--- src/rtl/seq_player.sv ---
// Sequence playback engine: walks the sequence memory from address 0 up to the
// latched round length. Each colour is lit one-hot for a speed-dependent ON window
// and then followed by a dark OFF gap. A start/busy/done handshake connects it to
// the game FSM.
module seq_player #(
  parameter int unsigned ADDR_W   = 4,
  parameter int unsigned TICK_DIV = 500000,
  parameter int unsigned BASE_ON  = 25
) (
  input  logic              clk,
  input  logic              R,
  input  logic              start,
  input  logic [ADDR_W:0]   round,
  input  logic [7:0]        setup,
  output logic [ADDR_W-1:0] rd_addr,
  input  logic [1:0]        rd_data,
  output logic [3:0]        led,
  output logic              busy,
  output logic              done
);

  localparam int unsigned MAX_CYC = BASE_ON * 4 * TICK_DIV;
  localparam int unsigned CNT_W   = $clog2(MAX_CYC + 1);

  typedef enum logic [2:0] {
    S_IDLE,
    S_FETCH,
    S_WAIT,
    S_ON,
    S_OFF,
    S_DONE
  } state_t;

  state_t              state_q, state_d;
  logic [ADDR_W:0]     index_q, index_d;
  logic [ADDR_W:0]     round_q, round_d;
  logic [1:0]          speed_q, speed_d;
  logic [CNT_W-1:0]    cnt_q, cnt_d;
  logic [3:0]          led_q, led_d;
  logic [ADDR_W-1:0]   rd_addr_q, rd_addr_d;
  logic [ADDR_W:0]     idx_inc;

  // setup[5:0] carries other game options that do not affect playback
  logic unused_setup;
  assign unused_setup = ^setup[5:0];

  // Counter reload value for the ON window: BASE_ON*(4-speed) ticks, minus one
  function automatic logic [CNT_W-1:0] on_load(input logic [1:0] sp);
    int unsigned ticks;
    ticks = BASE_ON * (32'd4 - 32'(sp));
    return CNT_W'(ticks * TICK_DIV - 32'd1);
  endfunction

  // Counter reload value for the OFF gap: half the ON ticks, at least one tick
  function automatic logic [CNT_W-1:0] off_load(input logic [1:0] sp);
    int unsigned ticks;
    ticks = (BASE_ON * (32'd4 - 32'(sp))) / 32'd2;
    if (ticks == 32'd0) ticks = 32'd1;
    return CNT_W'(ticks * TICK_DIV - 32'd1);
  endfunction

  // Next-state and datapath update
  always_comb begin
    state_d   = state_q;
    index_d   = index_q;
    round_d   = round_q;
    speed_d   = speed_q;
    cnt_d     = cnt_q;
    led_d     = led_q;
    rd_addr_d = rd_addr_q;
    idx_inc   = index_q + 1'b1;

    case (state_q)
      S_IDLE: begin
        led_d = '0;
        if (start) begin
          round_d = round;
          speed_d = setup[7:6];
          index_d = '0;
          if (round == '0) begin
            state_d = S_DONE;
          end else begin
            // Address is loaded on entry to FETCH so memory data is back by WAIT exit
            rd_addr_d = '0;
            state_d   = S_FETCH;
          end
        end
      end
      S_FETCH: begin
        state_d = S_WAIT;
      end
      S_WAIT: begin
        led_d   = 4'b0001 << rd_data;
        cnt_d   = on_load(speed_q);
        state_d = S_ON;
      end
      S_ON: begin
        if (cnt_q == '0) begin
          led_d   = '0;
          cnt_d   = off_load(speed_q);
          state_d = S_OFF;
        end else begin
          cnt_d = cnt_q - 1'b1;
        end
      end
      S_OFF: begin
        if (cnt_q == '0) begin
          index_d = idx_inc;
          if (idx_inc == round_q) begin
            state_d = S_DONE;
          end else begin
            rd_addr_d = idx_inc[ADDR_W-1:0];
            state_d   = S_FETCH;
          end
        end else begin
          cnt_d = cnt_q - 1'b1;
        end
      end
      S_DONE: begin
        led_d   = '0;
        state_d = S_IDLE;
      end
      default: begin
        led_d   = '0;
        state_d = S_IDLE;
      end
    endcase
  end

  // State and datapath registers, asynchronously cleared
  always_ff @(posedge clk or negedge R) begin
    if (!R) begin
      state_q   <= S_IDLE;
      index_q   <= '0;
      round_q   <= '0;
      speed_q   <= '0;
      cnt_q     <= '0;
      led_q     <= '0;
      rd_addr_q <= '0;
    end else begin
      state_q   <= state_d;
      index_q   <= index_d;
      round_q   <= round_d;
      speed_q   <= speed_d;
      cnt_q     <= cnt_d;
      led_q     <= led_d;
      rd_addr_q <= rd_addr_d;
    end
  end

  assign led     = led_q;
  assign rd_addr = rd_addr_q;
  assign busy    = (state_q != S_IDLE);
  assign done    = (state_q == S_DONE);

endmodule

--- config.mk ---
export PLATFORM = sky130hd
export DESIGN_NAME = seq_player
export DESIGN_NICKNAME = d
export VERILOG_FILES = /design/src/rtl/seq_player.sv
export SDC_FILE = /design/constraint.sdc
export NUM_CORES = 1
export LEC_CHECK = 0
export ABC_AREA = 1
export BUFFER_PORTS_ARGS = -buffer_cell sky130_fd_sc_hd__buf_2
export CAP_MARGIN = 40
export CORE_ASPECT_RATIO = 2
export CORE_MARGIN = 5
export CORE_UTILIZATION = 26
export DETAILED_ROUTE_END_ITERATION = 10
export SYNTH_ARGS = -nofsm -noshare
export SYNTH_HDL_FRONTEND = slang
export SYNTH_SLANG_ARGS = --single-unit
--- constraint.sdc ---
create_clock -name clk -period 4.6 [get_ports clk]
set_input_delay 0.69 -clock clk [delete_from_list [all_inputs] [get_ports clk]]
set_output_delay 0.69 -clock clk [all_outputs]
set_load 0.03 [all_outputs]
==> results of run 1 <==
==> through the flow <==
stage	utilization, %	instances	instance area (µm²)	worst slack, ns	setup TNS [ns]
final	30.0	1194	6590	0.230	0
after global routing	30.0	1194	6590	0.00450	0
after CTS	29.6	1191	6510	0.00994	0
after detailed placement	28.8	1183	6340	-0.0761	-0.140
after global placement	28.8	1183	6340	0.0249	0
after floorplan	-	873	5770	0.0135	0
==> sequential cells by signal, summed over array words and instances, names as in the netlist <==
signal and count:
cnt_q 26, index_q 5, led 4, rd_addr 4, round_q 5, speed_q 2, state_q 3
==> worst max-delay path by stage <==
stage,start,end,slack (ns),depth (start not counted)
after floorplan,speed_q[0],cnt_q[25],0.01,19
after global placement,speed_q[0],cnt_q[25],0.02,21
after detailed placement,speed_q[0],cnt_q[25],-0.08,21
after CTS,speed_q[0],cnt_q[22],0.01,25
after global routing,speed_q[1],cnt_q[22],0.004,21
final,speed_q[1],cnt_q[22],0.23,22
==> routing by layer <==
metal | up-vias | share of wire, % | global-route usage, %
met3 | 81 | 2.0 | 1.29
li1 | 2914 | - | -
met5 | - | 0 | 0
met4 | 0 | 9.1 | 13.1
met2 | 110 | 58 | 30.0
met1 | 2675 | 31 | 12.0
==> placed cells by master, fill, tap and decap left out, drive strengths merged <==
cell type    n
o22ai        2
nand2      231
or2          3
nand3       76
and2         1
clkbuf       6
a21oi       32
o211ai       5
nor2       106
a31oi        3
nor3        17
xnor2        8
nor4         1
inv        127
o31ai        4
fa           4
dfrtp       49
nand4       11
nand3b       8
o211a        2
xor2        29
o2111ai      1
a22oi        2
and3         2
ha          73
bufinv       1
a31o         2
o21bai       2
buf         56
o21ai       54
==> kinds of logic after synthesis <==
logic type	share of synthesized area, %
xor gates and xnor gates	5.62
buffers and inverters	10.5
adders and majority gates	17.2
DFF	21.3
AOI/OAI and AO/OA	10.9
and+or+nand+nor	34.5
==> timing repair <==
action                     in CTS  in global routing
resized for setup               1                 12
buffers inserted                0                  3
pin swaps                       0                  1
setup endpoints to repair       3                  4
==> area by class of cell <==
| cell class | instances | area [µm²] | share of cell area [%] |
|---|---|---|---|
| repair buffers | 56 | 368 | 5.58 |
| clock buffers | 6 | 129 | 1.95 |
| well taps | 276 | 345 | 5.24 |
| clock inverters | 2 | 38.8 | 0.588 |
| inverters | 126 | 478 | 7.25 |
| multi-input cells | 679 | 4010 | 60.8 |
| flip-flops and latches | 49 | 1230 | 18.6 |
==> critical path: cells and delay by family, from the launching register on <==
| family | cells | cell delay, ns |
|---|---|---|
| XOR/XNOR | 1 | 0.20 |
| AND/OR/NAND/NOR | 7 | 0.56 |
| adder cells (fa/ha/maj) | 7 | 2.25 |
| flip-flops | 1 | 0.43 |
| AO/OA/AOI/OAI | 2 | 0.34 |
| buffers and inverters | 5 | 0.52 |
==> impl_metrics.yaml, run 1 <==
synth:
  synth_area_leaders: "sky130_fd_sc_hd__dfrtp_1 (21%), sky130_fd_sc_hd__ha_1 (16%), sky130_fd_sc_hd__nand2_1 (15%)"
  yosysTopAreaCell: "sky130_fd_sc_hd__dfrtp_1"
  asyncSetResetFlopFracSynth_pct: 100
  ys_warn_count: 0
  yosysUniqueCellTypes: 43
  synth_top_cells_by_count: "sky130_fd_sc_hd__nand2_1 (225), sky130_fd_sc_hd__inv_1 (118), sky130_fd_sc_hd__nor2_1 (95)"
  part_of_the_yosys_area_used_for_sequential_elements_pct: 21.3
  synth.avg_cell_area_um2: 6.61
  synthFlopType: "sky130_fd_sc_hd__dfrtp_1"
  cell_count_after_synthesis: 873
  synth.most_common_cell: "sky130_fd_sc_hd__nand2_1"
  flops_latches_synth: 49
  synth_cell_area_um2: 5770
  synth_top_cell_area_share_pct: 21.3
  postSynthNetCount: 968
  synth-edff-count: 0
floorplan:
  std_cell_rows: 77
  chipHeight_um: 221
  die_area_um2: 25400
  floorplan.die.width_um: 115
  initial_core_util_pct: 26.3
  design.core.area_um2: 22000
  pin_count: 28
route:
  route.antenna.remaining_nets: 0
  wl_per_cell_um: 15.4
  initialDrtViolationCount: 246
  remaining_drc_errors: 0
  wirelength_mm: 18.4
  routed-via-count: 5780
  vias_per_cell: 4.84
  firstDrtPassIters: 4
sta:
  rsz0062_at_grt: "no"
  finalCriticalPeriod_ns: 4.37
  report.final.setup_viol: 0
  fin_skew_ns: 0.00660
  slew_violations: 0
  max_freq_ghz: 0.229
  worst_max_slew_pin_slew_ns: 0.681
  whs_ns: 0.490
  maxSlewHeadroom_pct: 54.5
  number_of_endpoints_with_negative_hold_slack_in_the_final_report: 0
  finalCritPeriodShare_pct: 95.0
worst_setup_path:
  worst_reg2reg_path_startpoint: "speed_q[1]"
  cp_cell_sequence: "buf_4 > ha_1 > ha_1 > inv_1 > xor2_2 > inv_1 > fa_1 > ha_1 > ha_1 > ha_1 > ha_1 > nand2_1 > inv_1 > a21oi_1 > nand3_1 > nand2_1 > nand2_1 > inv_1 > nor2_1 > nand3_1 > nand3_1 > a21oi_1"
  critPathMostFrequentCell: "sky130_fd_sc_hd__ha_1"
  worst_setup_path_start_kind: "register"
  r2r_slack_ns: 0.23
  timing.critical_path.to_type: "register"
  destination_of_the_worst_register_to_register_timing_path: "cnt_q[22]"
  r2r_cells: 22
  required_ns: 4.82
  arrival_ns: 4.59
  crit_path_max_fanout: 5
  slowest_delay_ns: 0.48
  timing_worst_setup_path_type: "register to register"
  crit_path_top_delay_cell: "sky130_fd_sc_hd__fa_1"
worst_hold_path:
  hold_path_class: "primary input to async pin"
place:
  hpwlAfterDp_mm: 15.5
  gp_congestion: 0.916
  port_buffers: 21
global_route:
  first_global_vias: 5863
  gr-total-overflow: 0
  grt_max_degree: 50
  grt_antenna_before_repair: 0
  grt.total_usage_pct: 14.9
  grt_first_pass_wirelength_mm: 29.3
clock_tree:
  cts_buffer_depth: 2
  clock_latency_ns: 0.30
  cts_root_buffer: "sky130_fd_sc_hd__clkbuf_16"
  tritoncts: "done"
  clock_transition_time_at_the_flip_flop_clock_pins_of_the_worst_setup_and_hold_paths_ns: 0.07
  post_cts_hold_fix_bufs: 0
  cts-htree-levels: 2
  cts_inserted_buffers: 5
  cts.sink_count: 49
finish:
  final_nets: 1012
  antennaDiodeCount: 0
  syn_to_final_growth_pct: 14.3
  fillerInstances: 2426
  post_route_cells_drive_above_1_share_pct: 12.1
outcome:
  result_of_the_run: "finished, final reports clean"
flow_run:
  drv_cap: 0
Power of run 1 is left out: the tool's default activity adds up to more than one toggle a clock period on the data nets, which glitch-free logic cannot reach.
==> run 2: changes to the inputs <==
- ABC_AREA: 1 -> 0
==> impl_metrics.yaml, run 2 <==
outcome:
  result_of_the_run: "finished, final reports clean"
route:
  routed-via-count: 4997
  route.antenna.remaining_nets: 0
  initialDrtViolationCount: 258
  wirelength_mm: 17.6
  wl_per_cell_um: 18.9
  vias_per_cell: 5.38
  firstDrtPassIters: 5
  remaining_drc_errors: 0
sta:
  finalCriticalPeriod_ns: 4.38
  worst_max_slew_pin_slew_ns: 0.734
  fin_skew_ns: 0.00328
  slew_violations: 0
  finalCritPeriodShare_pct: 95.2
  setup-tns-final_ns: 0
  maxSlewHeadroom_pct: 50.6
  max_freq_ghz: 0.228
  worst_slack_ns: 0.220
  report.final.setup_viol: 0
  rsz0062_at_grt: "no"
  number_of_endpoints_with_negative_hold_slack_in_the_final_report: 0
synth:
  synth.avg_cell_area_um2: 8.24
  synth_top_cells_by_count: "sky130_fd_sc_hd__ha_1 (73), sky130_fd_sc_hd__nand2_1 (62), sky130_fd_sc_hd__nor2_1 (56)"
  synth-edff-count: 0
  synth_top_cell_area_share_pct: 23.3
  ys_warn_count: 0
  synth_cell_area_um2: 5260
  synth_area_leaders: "sky130_fd_sc_hd__dfrtp_1 (23%), sky130_fd_sc_hd__ha_1 (17%), sky130_fd_sc_hd__xnor2_1 (6.0%)"
  yosysUniqueCellTypes: 73
  part_of_the_yosys_area_used_for_sequential_elements_pct: 23.3
  synthFlopType: "sky130_fd_sc_hd__dfrtp_1"
  yosysTopAreaCell: "sky130_fd_sc_hd__dfrtp_1"
  postSynthNetCount: 734
  cell_count_after_synthesis: 639
  synth.most_common_cell: "sky130_fd_sc_hd__ha_1"
  flops_latches_synth: 49
  asyncSetResetFlopFracSynth_pct: 100
worst_setup_path:
  cp_cell_sequence: "buf_4 > ha_1 > ha_4 > inv_1 > ha_1 > inv_1 > ha_1 > a31o_2 > ha_4 > ha_4 > ha_4 > ha_4 > or3_1 > a21o_1 > a2111oi_4 > xnor2_1 > o221a_2"
  critical_path.n_buffers_inverters: 3
  required_ns: 4.79
  worst_setup_path_start_kind: "register"
  worstSetupPathDepth: 17
  critPathMostFrequentCell: "sky130_fd_sc_hd__ha_4"
  r2r_cells: 17
  arrival_ns: 4.57
  critical_path_s_top_delay_family: "adder cells"
  crit_path_top_delay_cell: "sky130_fd_sc_hd__or3_1"
  timing.critical_path.to_type: "register"
  crit_path_max_fanout: 6
  slowest_delay_ns: 0.41
  timing_worst_setup_path_type: "register to register"
place:
  dpl_worst_slack_ns: 0.106
  gp_congestion: 0.899
  port_buffers: 21
  hpwlAfterDp_mm: 14.2
floorplan:
  floorplan.die.width_um: 111
  pin_count: 28
  design.core.area_um2: 19900
  die_area_um2: 23400
  chipHeight_um: 211
  std_cell_rows: 73
  initial_core_util_pct: 26.4
clock_tree:
  cts_root_buffer: "sky130_fd_sc_hd__clkbuf_16"
  tritoncts: "done"
  clock_transition_time_at_the_flip_flop_clock_pins_of_the_worst_setup_and_hold_paths_ns: 0.07
  cts_buffer_depth: 2
  clock_latency_ns: 0.30
  cts.sink_count: 49
  cts_inserted_buffers: 5
  cts-htree-levels: 2
  postCtsSetupRepairBufs: 0
  post_cts_hold_fix_bufs: 0
global_route:
  grt.total_usage_pct: 15.2
  grt_first_pass_wirelength_mm: 28.1
  grt_max_degree: 34
  grt_antenna_before_repair: 0
  gr-total-overflow: 0
  first_global_vias: 5229
finish:
  final_nets: 761
  antennaDiodeCount: 0
  syn_to_final_growth_pct: 15.2
  reg.largest.list: "cnt_q x26, index_q x5, round_q x5"
  mostFrequentLayoutCell: "sky130_fd_sc_hd__ha_1"
  layout.cells.most_common_list: "sky130_fd_sc_hd__ha_1 (65), sky130_fd_sc_hd__nand2_1 (62), sky130_fd_sc_hd__nor2_1 (56)"
  final_core_util_pct: 30.5
  largest_register_ffs: 26
  post_route_cells_drive_above_1_share_pct: 14.7
  max_flop_register: "cnt_q"
power:
  worst_ir_drop_vdd_v: 0.000244
  leakagePower_nw: 2.64
  total_power_mw: 3.74
  total_power_per_unit_cell_area_nw_per_um2: 617
worst_hold_path:
  hold_path_class: "primary input to async pin"
flow_run:
  drv_cap: 0
## run 2: report_power, final
group / switching [mW] / internal [mW] / total [mW]
Combinational: 1.50 / 1.17 / 2.67
Clock: 0.165 / 0.200 / 0.365
Sequential: 0.159 / 0.552 / 0.711
## run 2: stage by stage
stage | std cells | cell area [µm²] | hold slack [ns]
floorplan | 639 | 5350 | 0.394
global placement | 918 | 5840 | 0.459
detailed placement | 919 | 5850 | 0.476
CTS | 927 | 5990 | 0.324
global route | 929 | 6070 | 0.355
finish | 929 | 6070 | 0.312
## run 2: cell families after synthesis
| group | after synthesis | synth area share, % |
|---|---|---|
| fa+ha+maj | 77 | 18.9 |
| simple gates | 216 | 20.4 |
| mux | 11 | 2.31 |
| compound gates | 170 | 21.3 |
| buf+inv | 61 | 4.61 |
| xor+xnor | 55 | 9.15 |
| flops | 49 | 23.3 |
## run 2: what timing repair did
item	in CTS	in global routing
hold endpoints to repair	0	0
gates resized for setup	0	9
endpoints found under the setup margin	0	1
## run 2: final cells by class
class | instances | area [µm²]
clock inverter | 2 | 10.0
sequential | 49 | 1230
timing repair buffer | 51 | 325
tap | 262 | 328
clock buffer | 6 | 129
inverter | 30 | 113
fill | 2152 | 13800
multi-input combinational | 529 | 3930
## run 2: worst paths after layout
kind	end	start	slack (ns)
max in group asynchronous	speed_q[0]	R	3.48
min in group clk	led[2]	led[2]	0.48
min	cnt_q[1]	R	0.31
min reg2reg	led[2]	led[2]	0.48
max	cnt_q[22]	speed_q[1]	0.22
max reg2reg	cnt_q[22]	speed_q[1]	0.22
## run 2: per-layer routing
layer  vias up  wire length [µm]  track usage (%)
met2       163              9560             29.3
met3        91               581             1.61
li1       2373                 -                -
met1      2370              5550             13.2
met4         0              1870             14.8
met5         -                 0                0
Note: power is estimated with default switching activity, not from simulation.
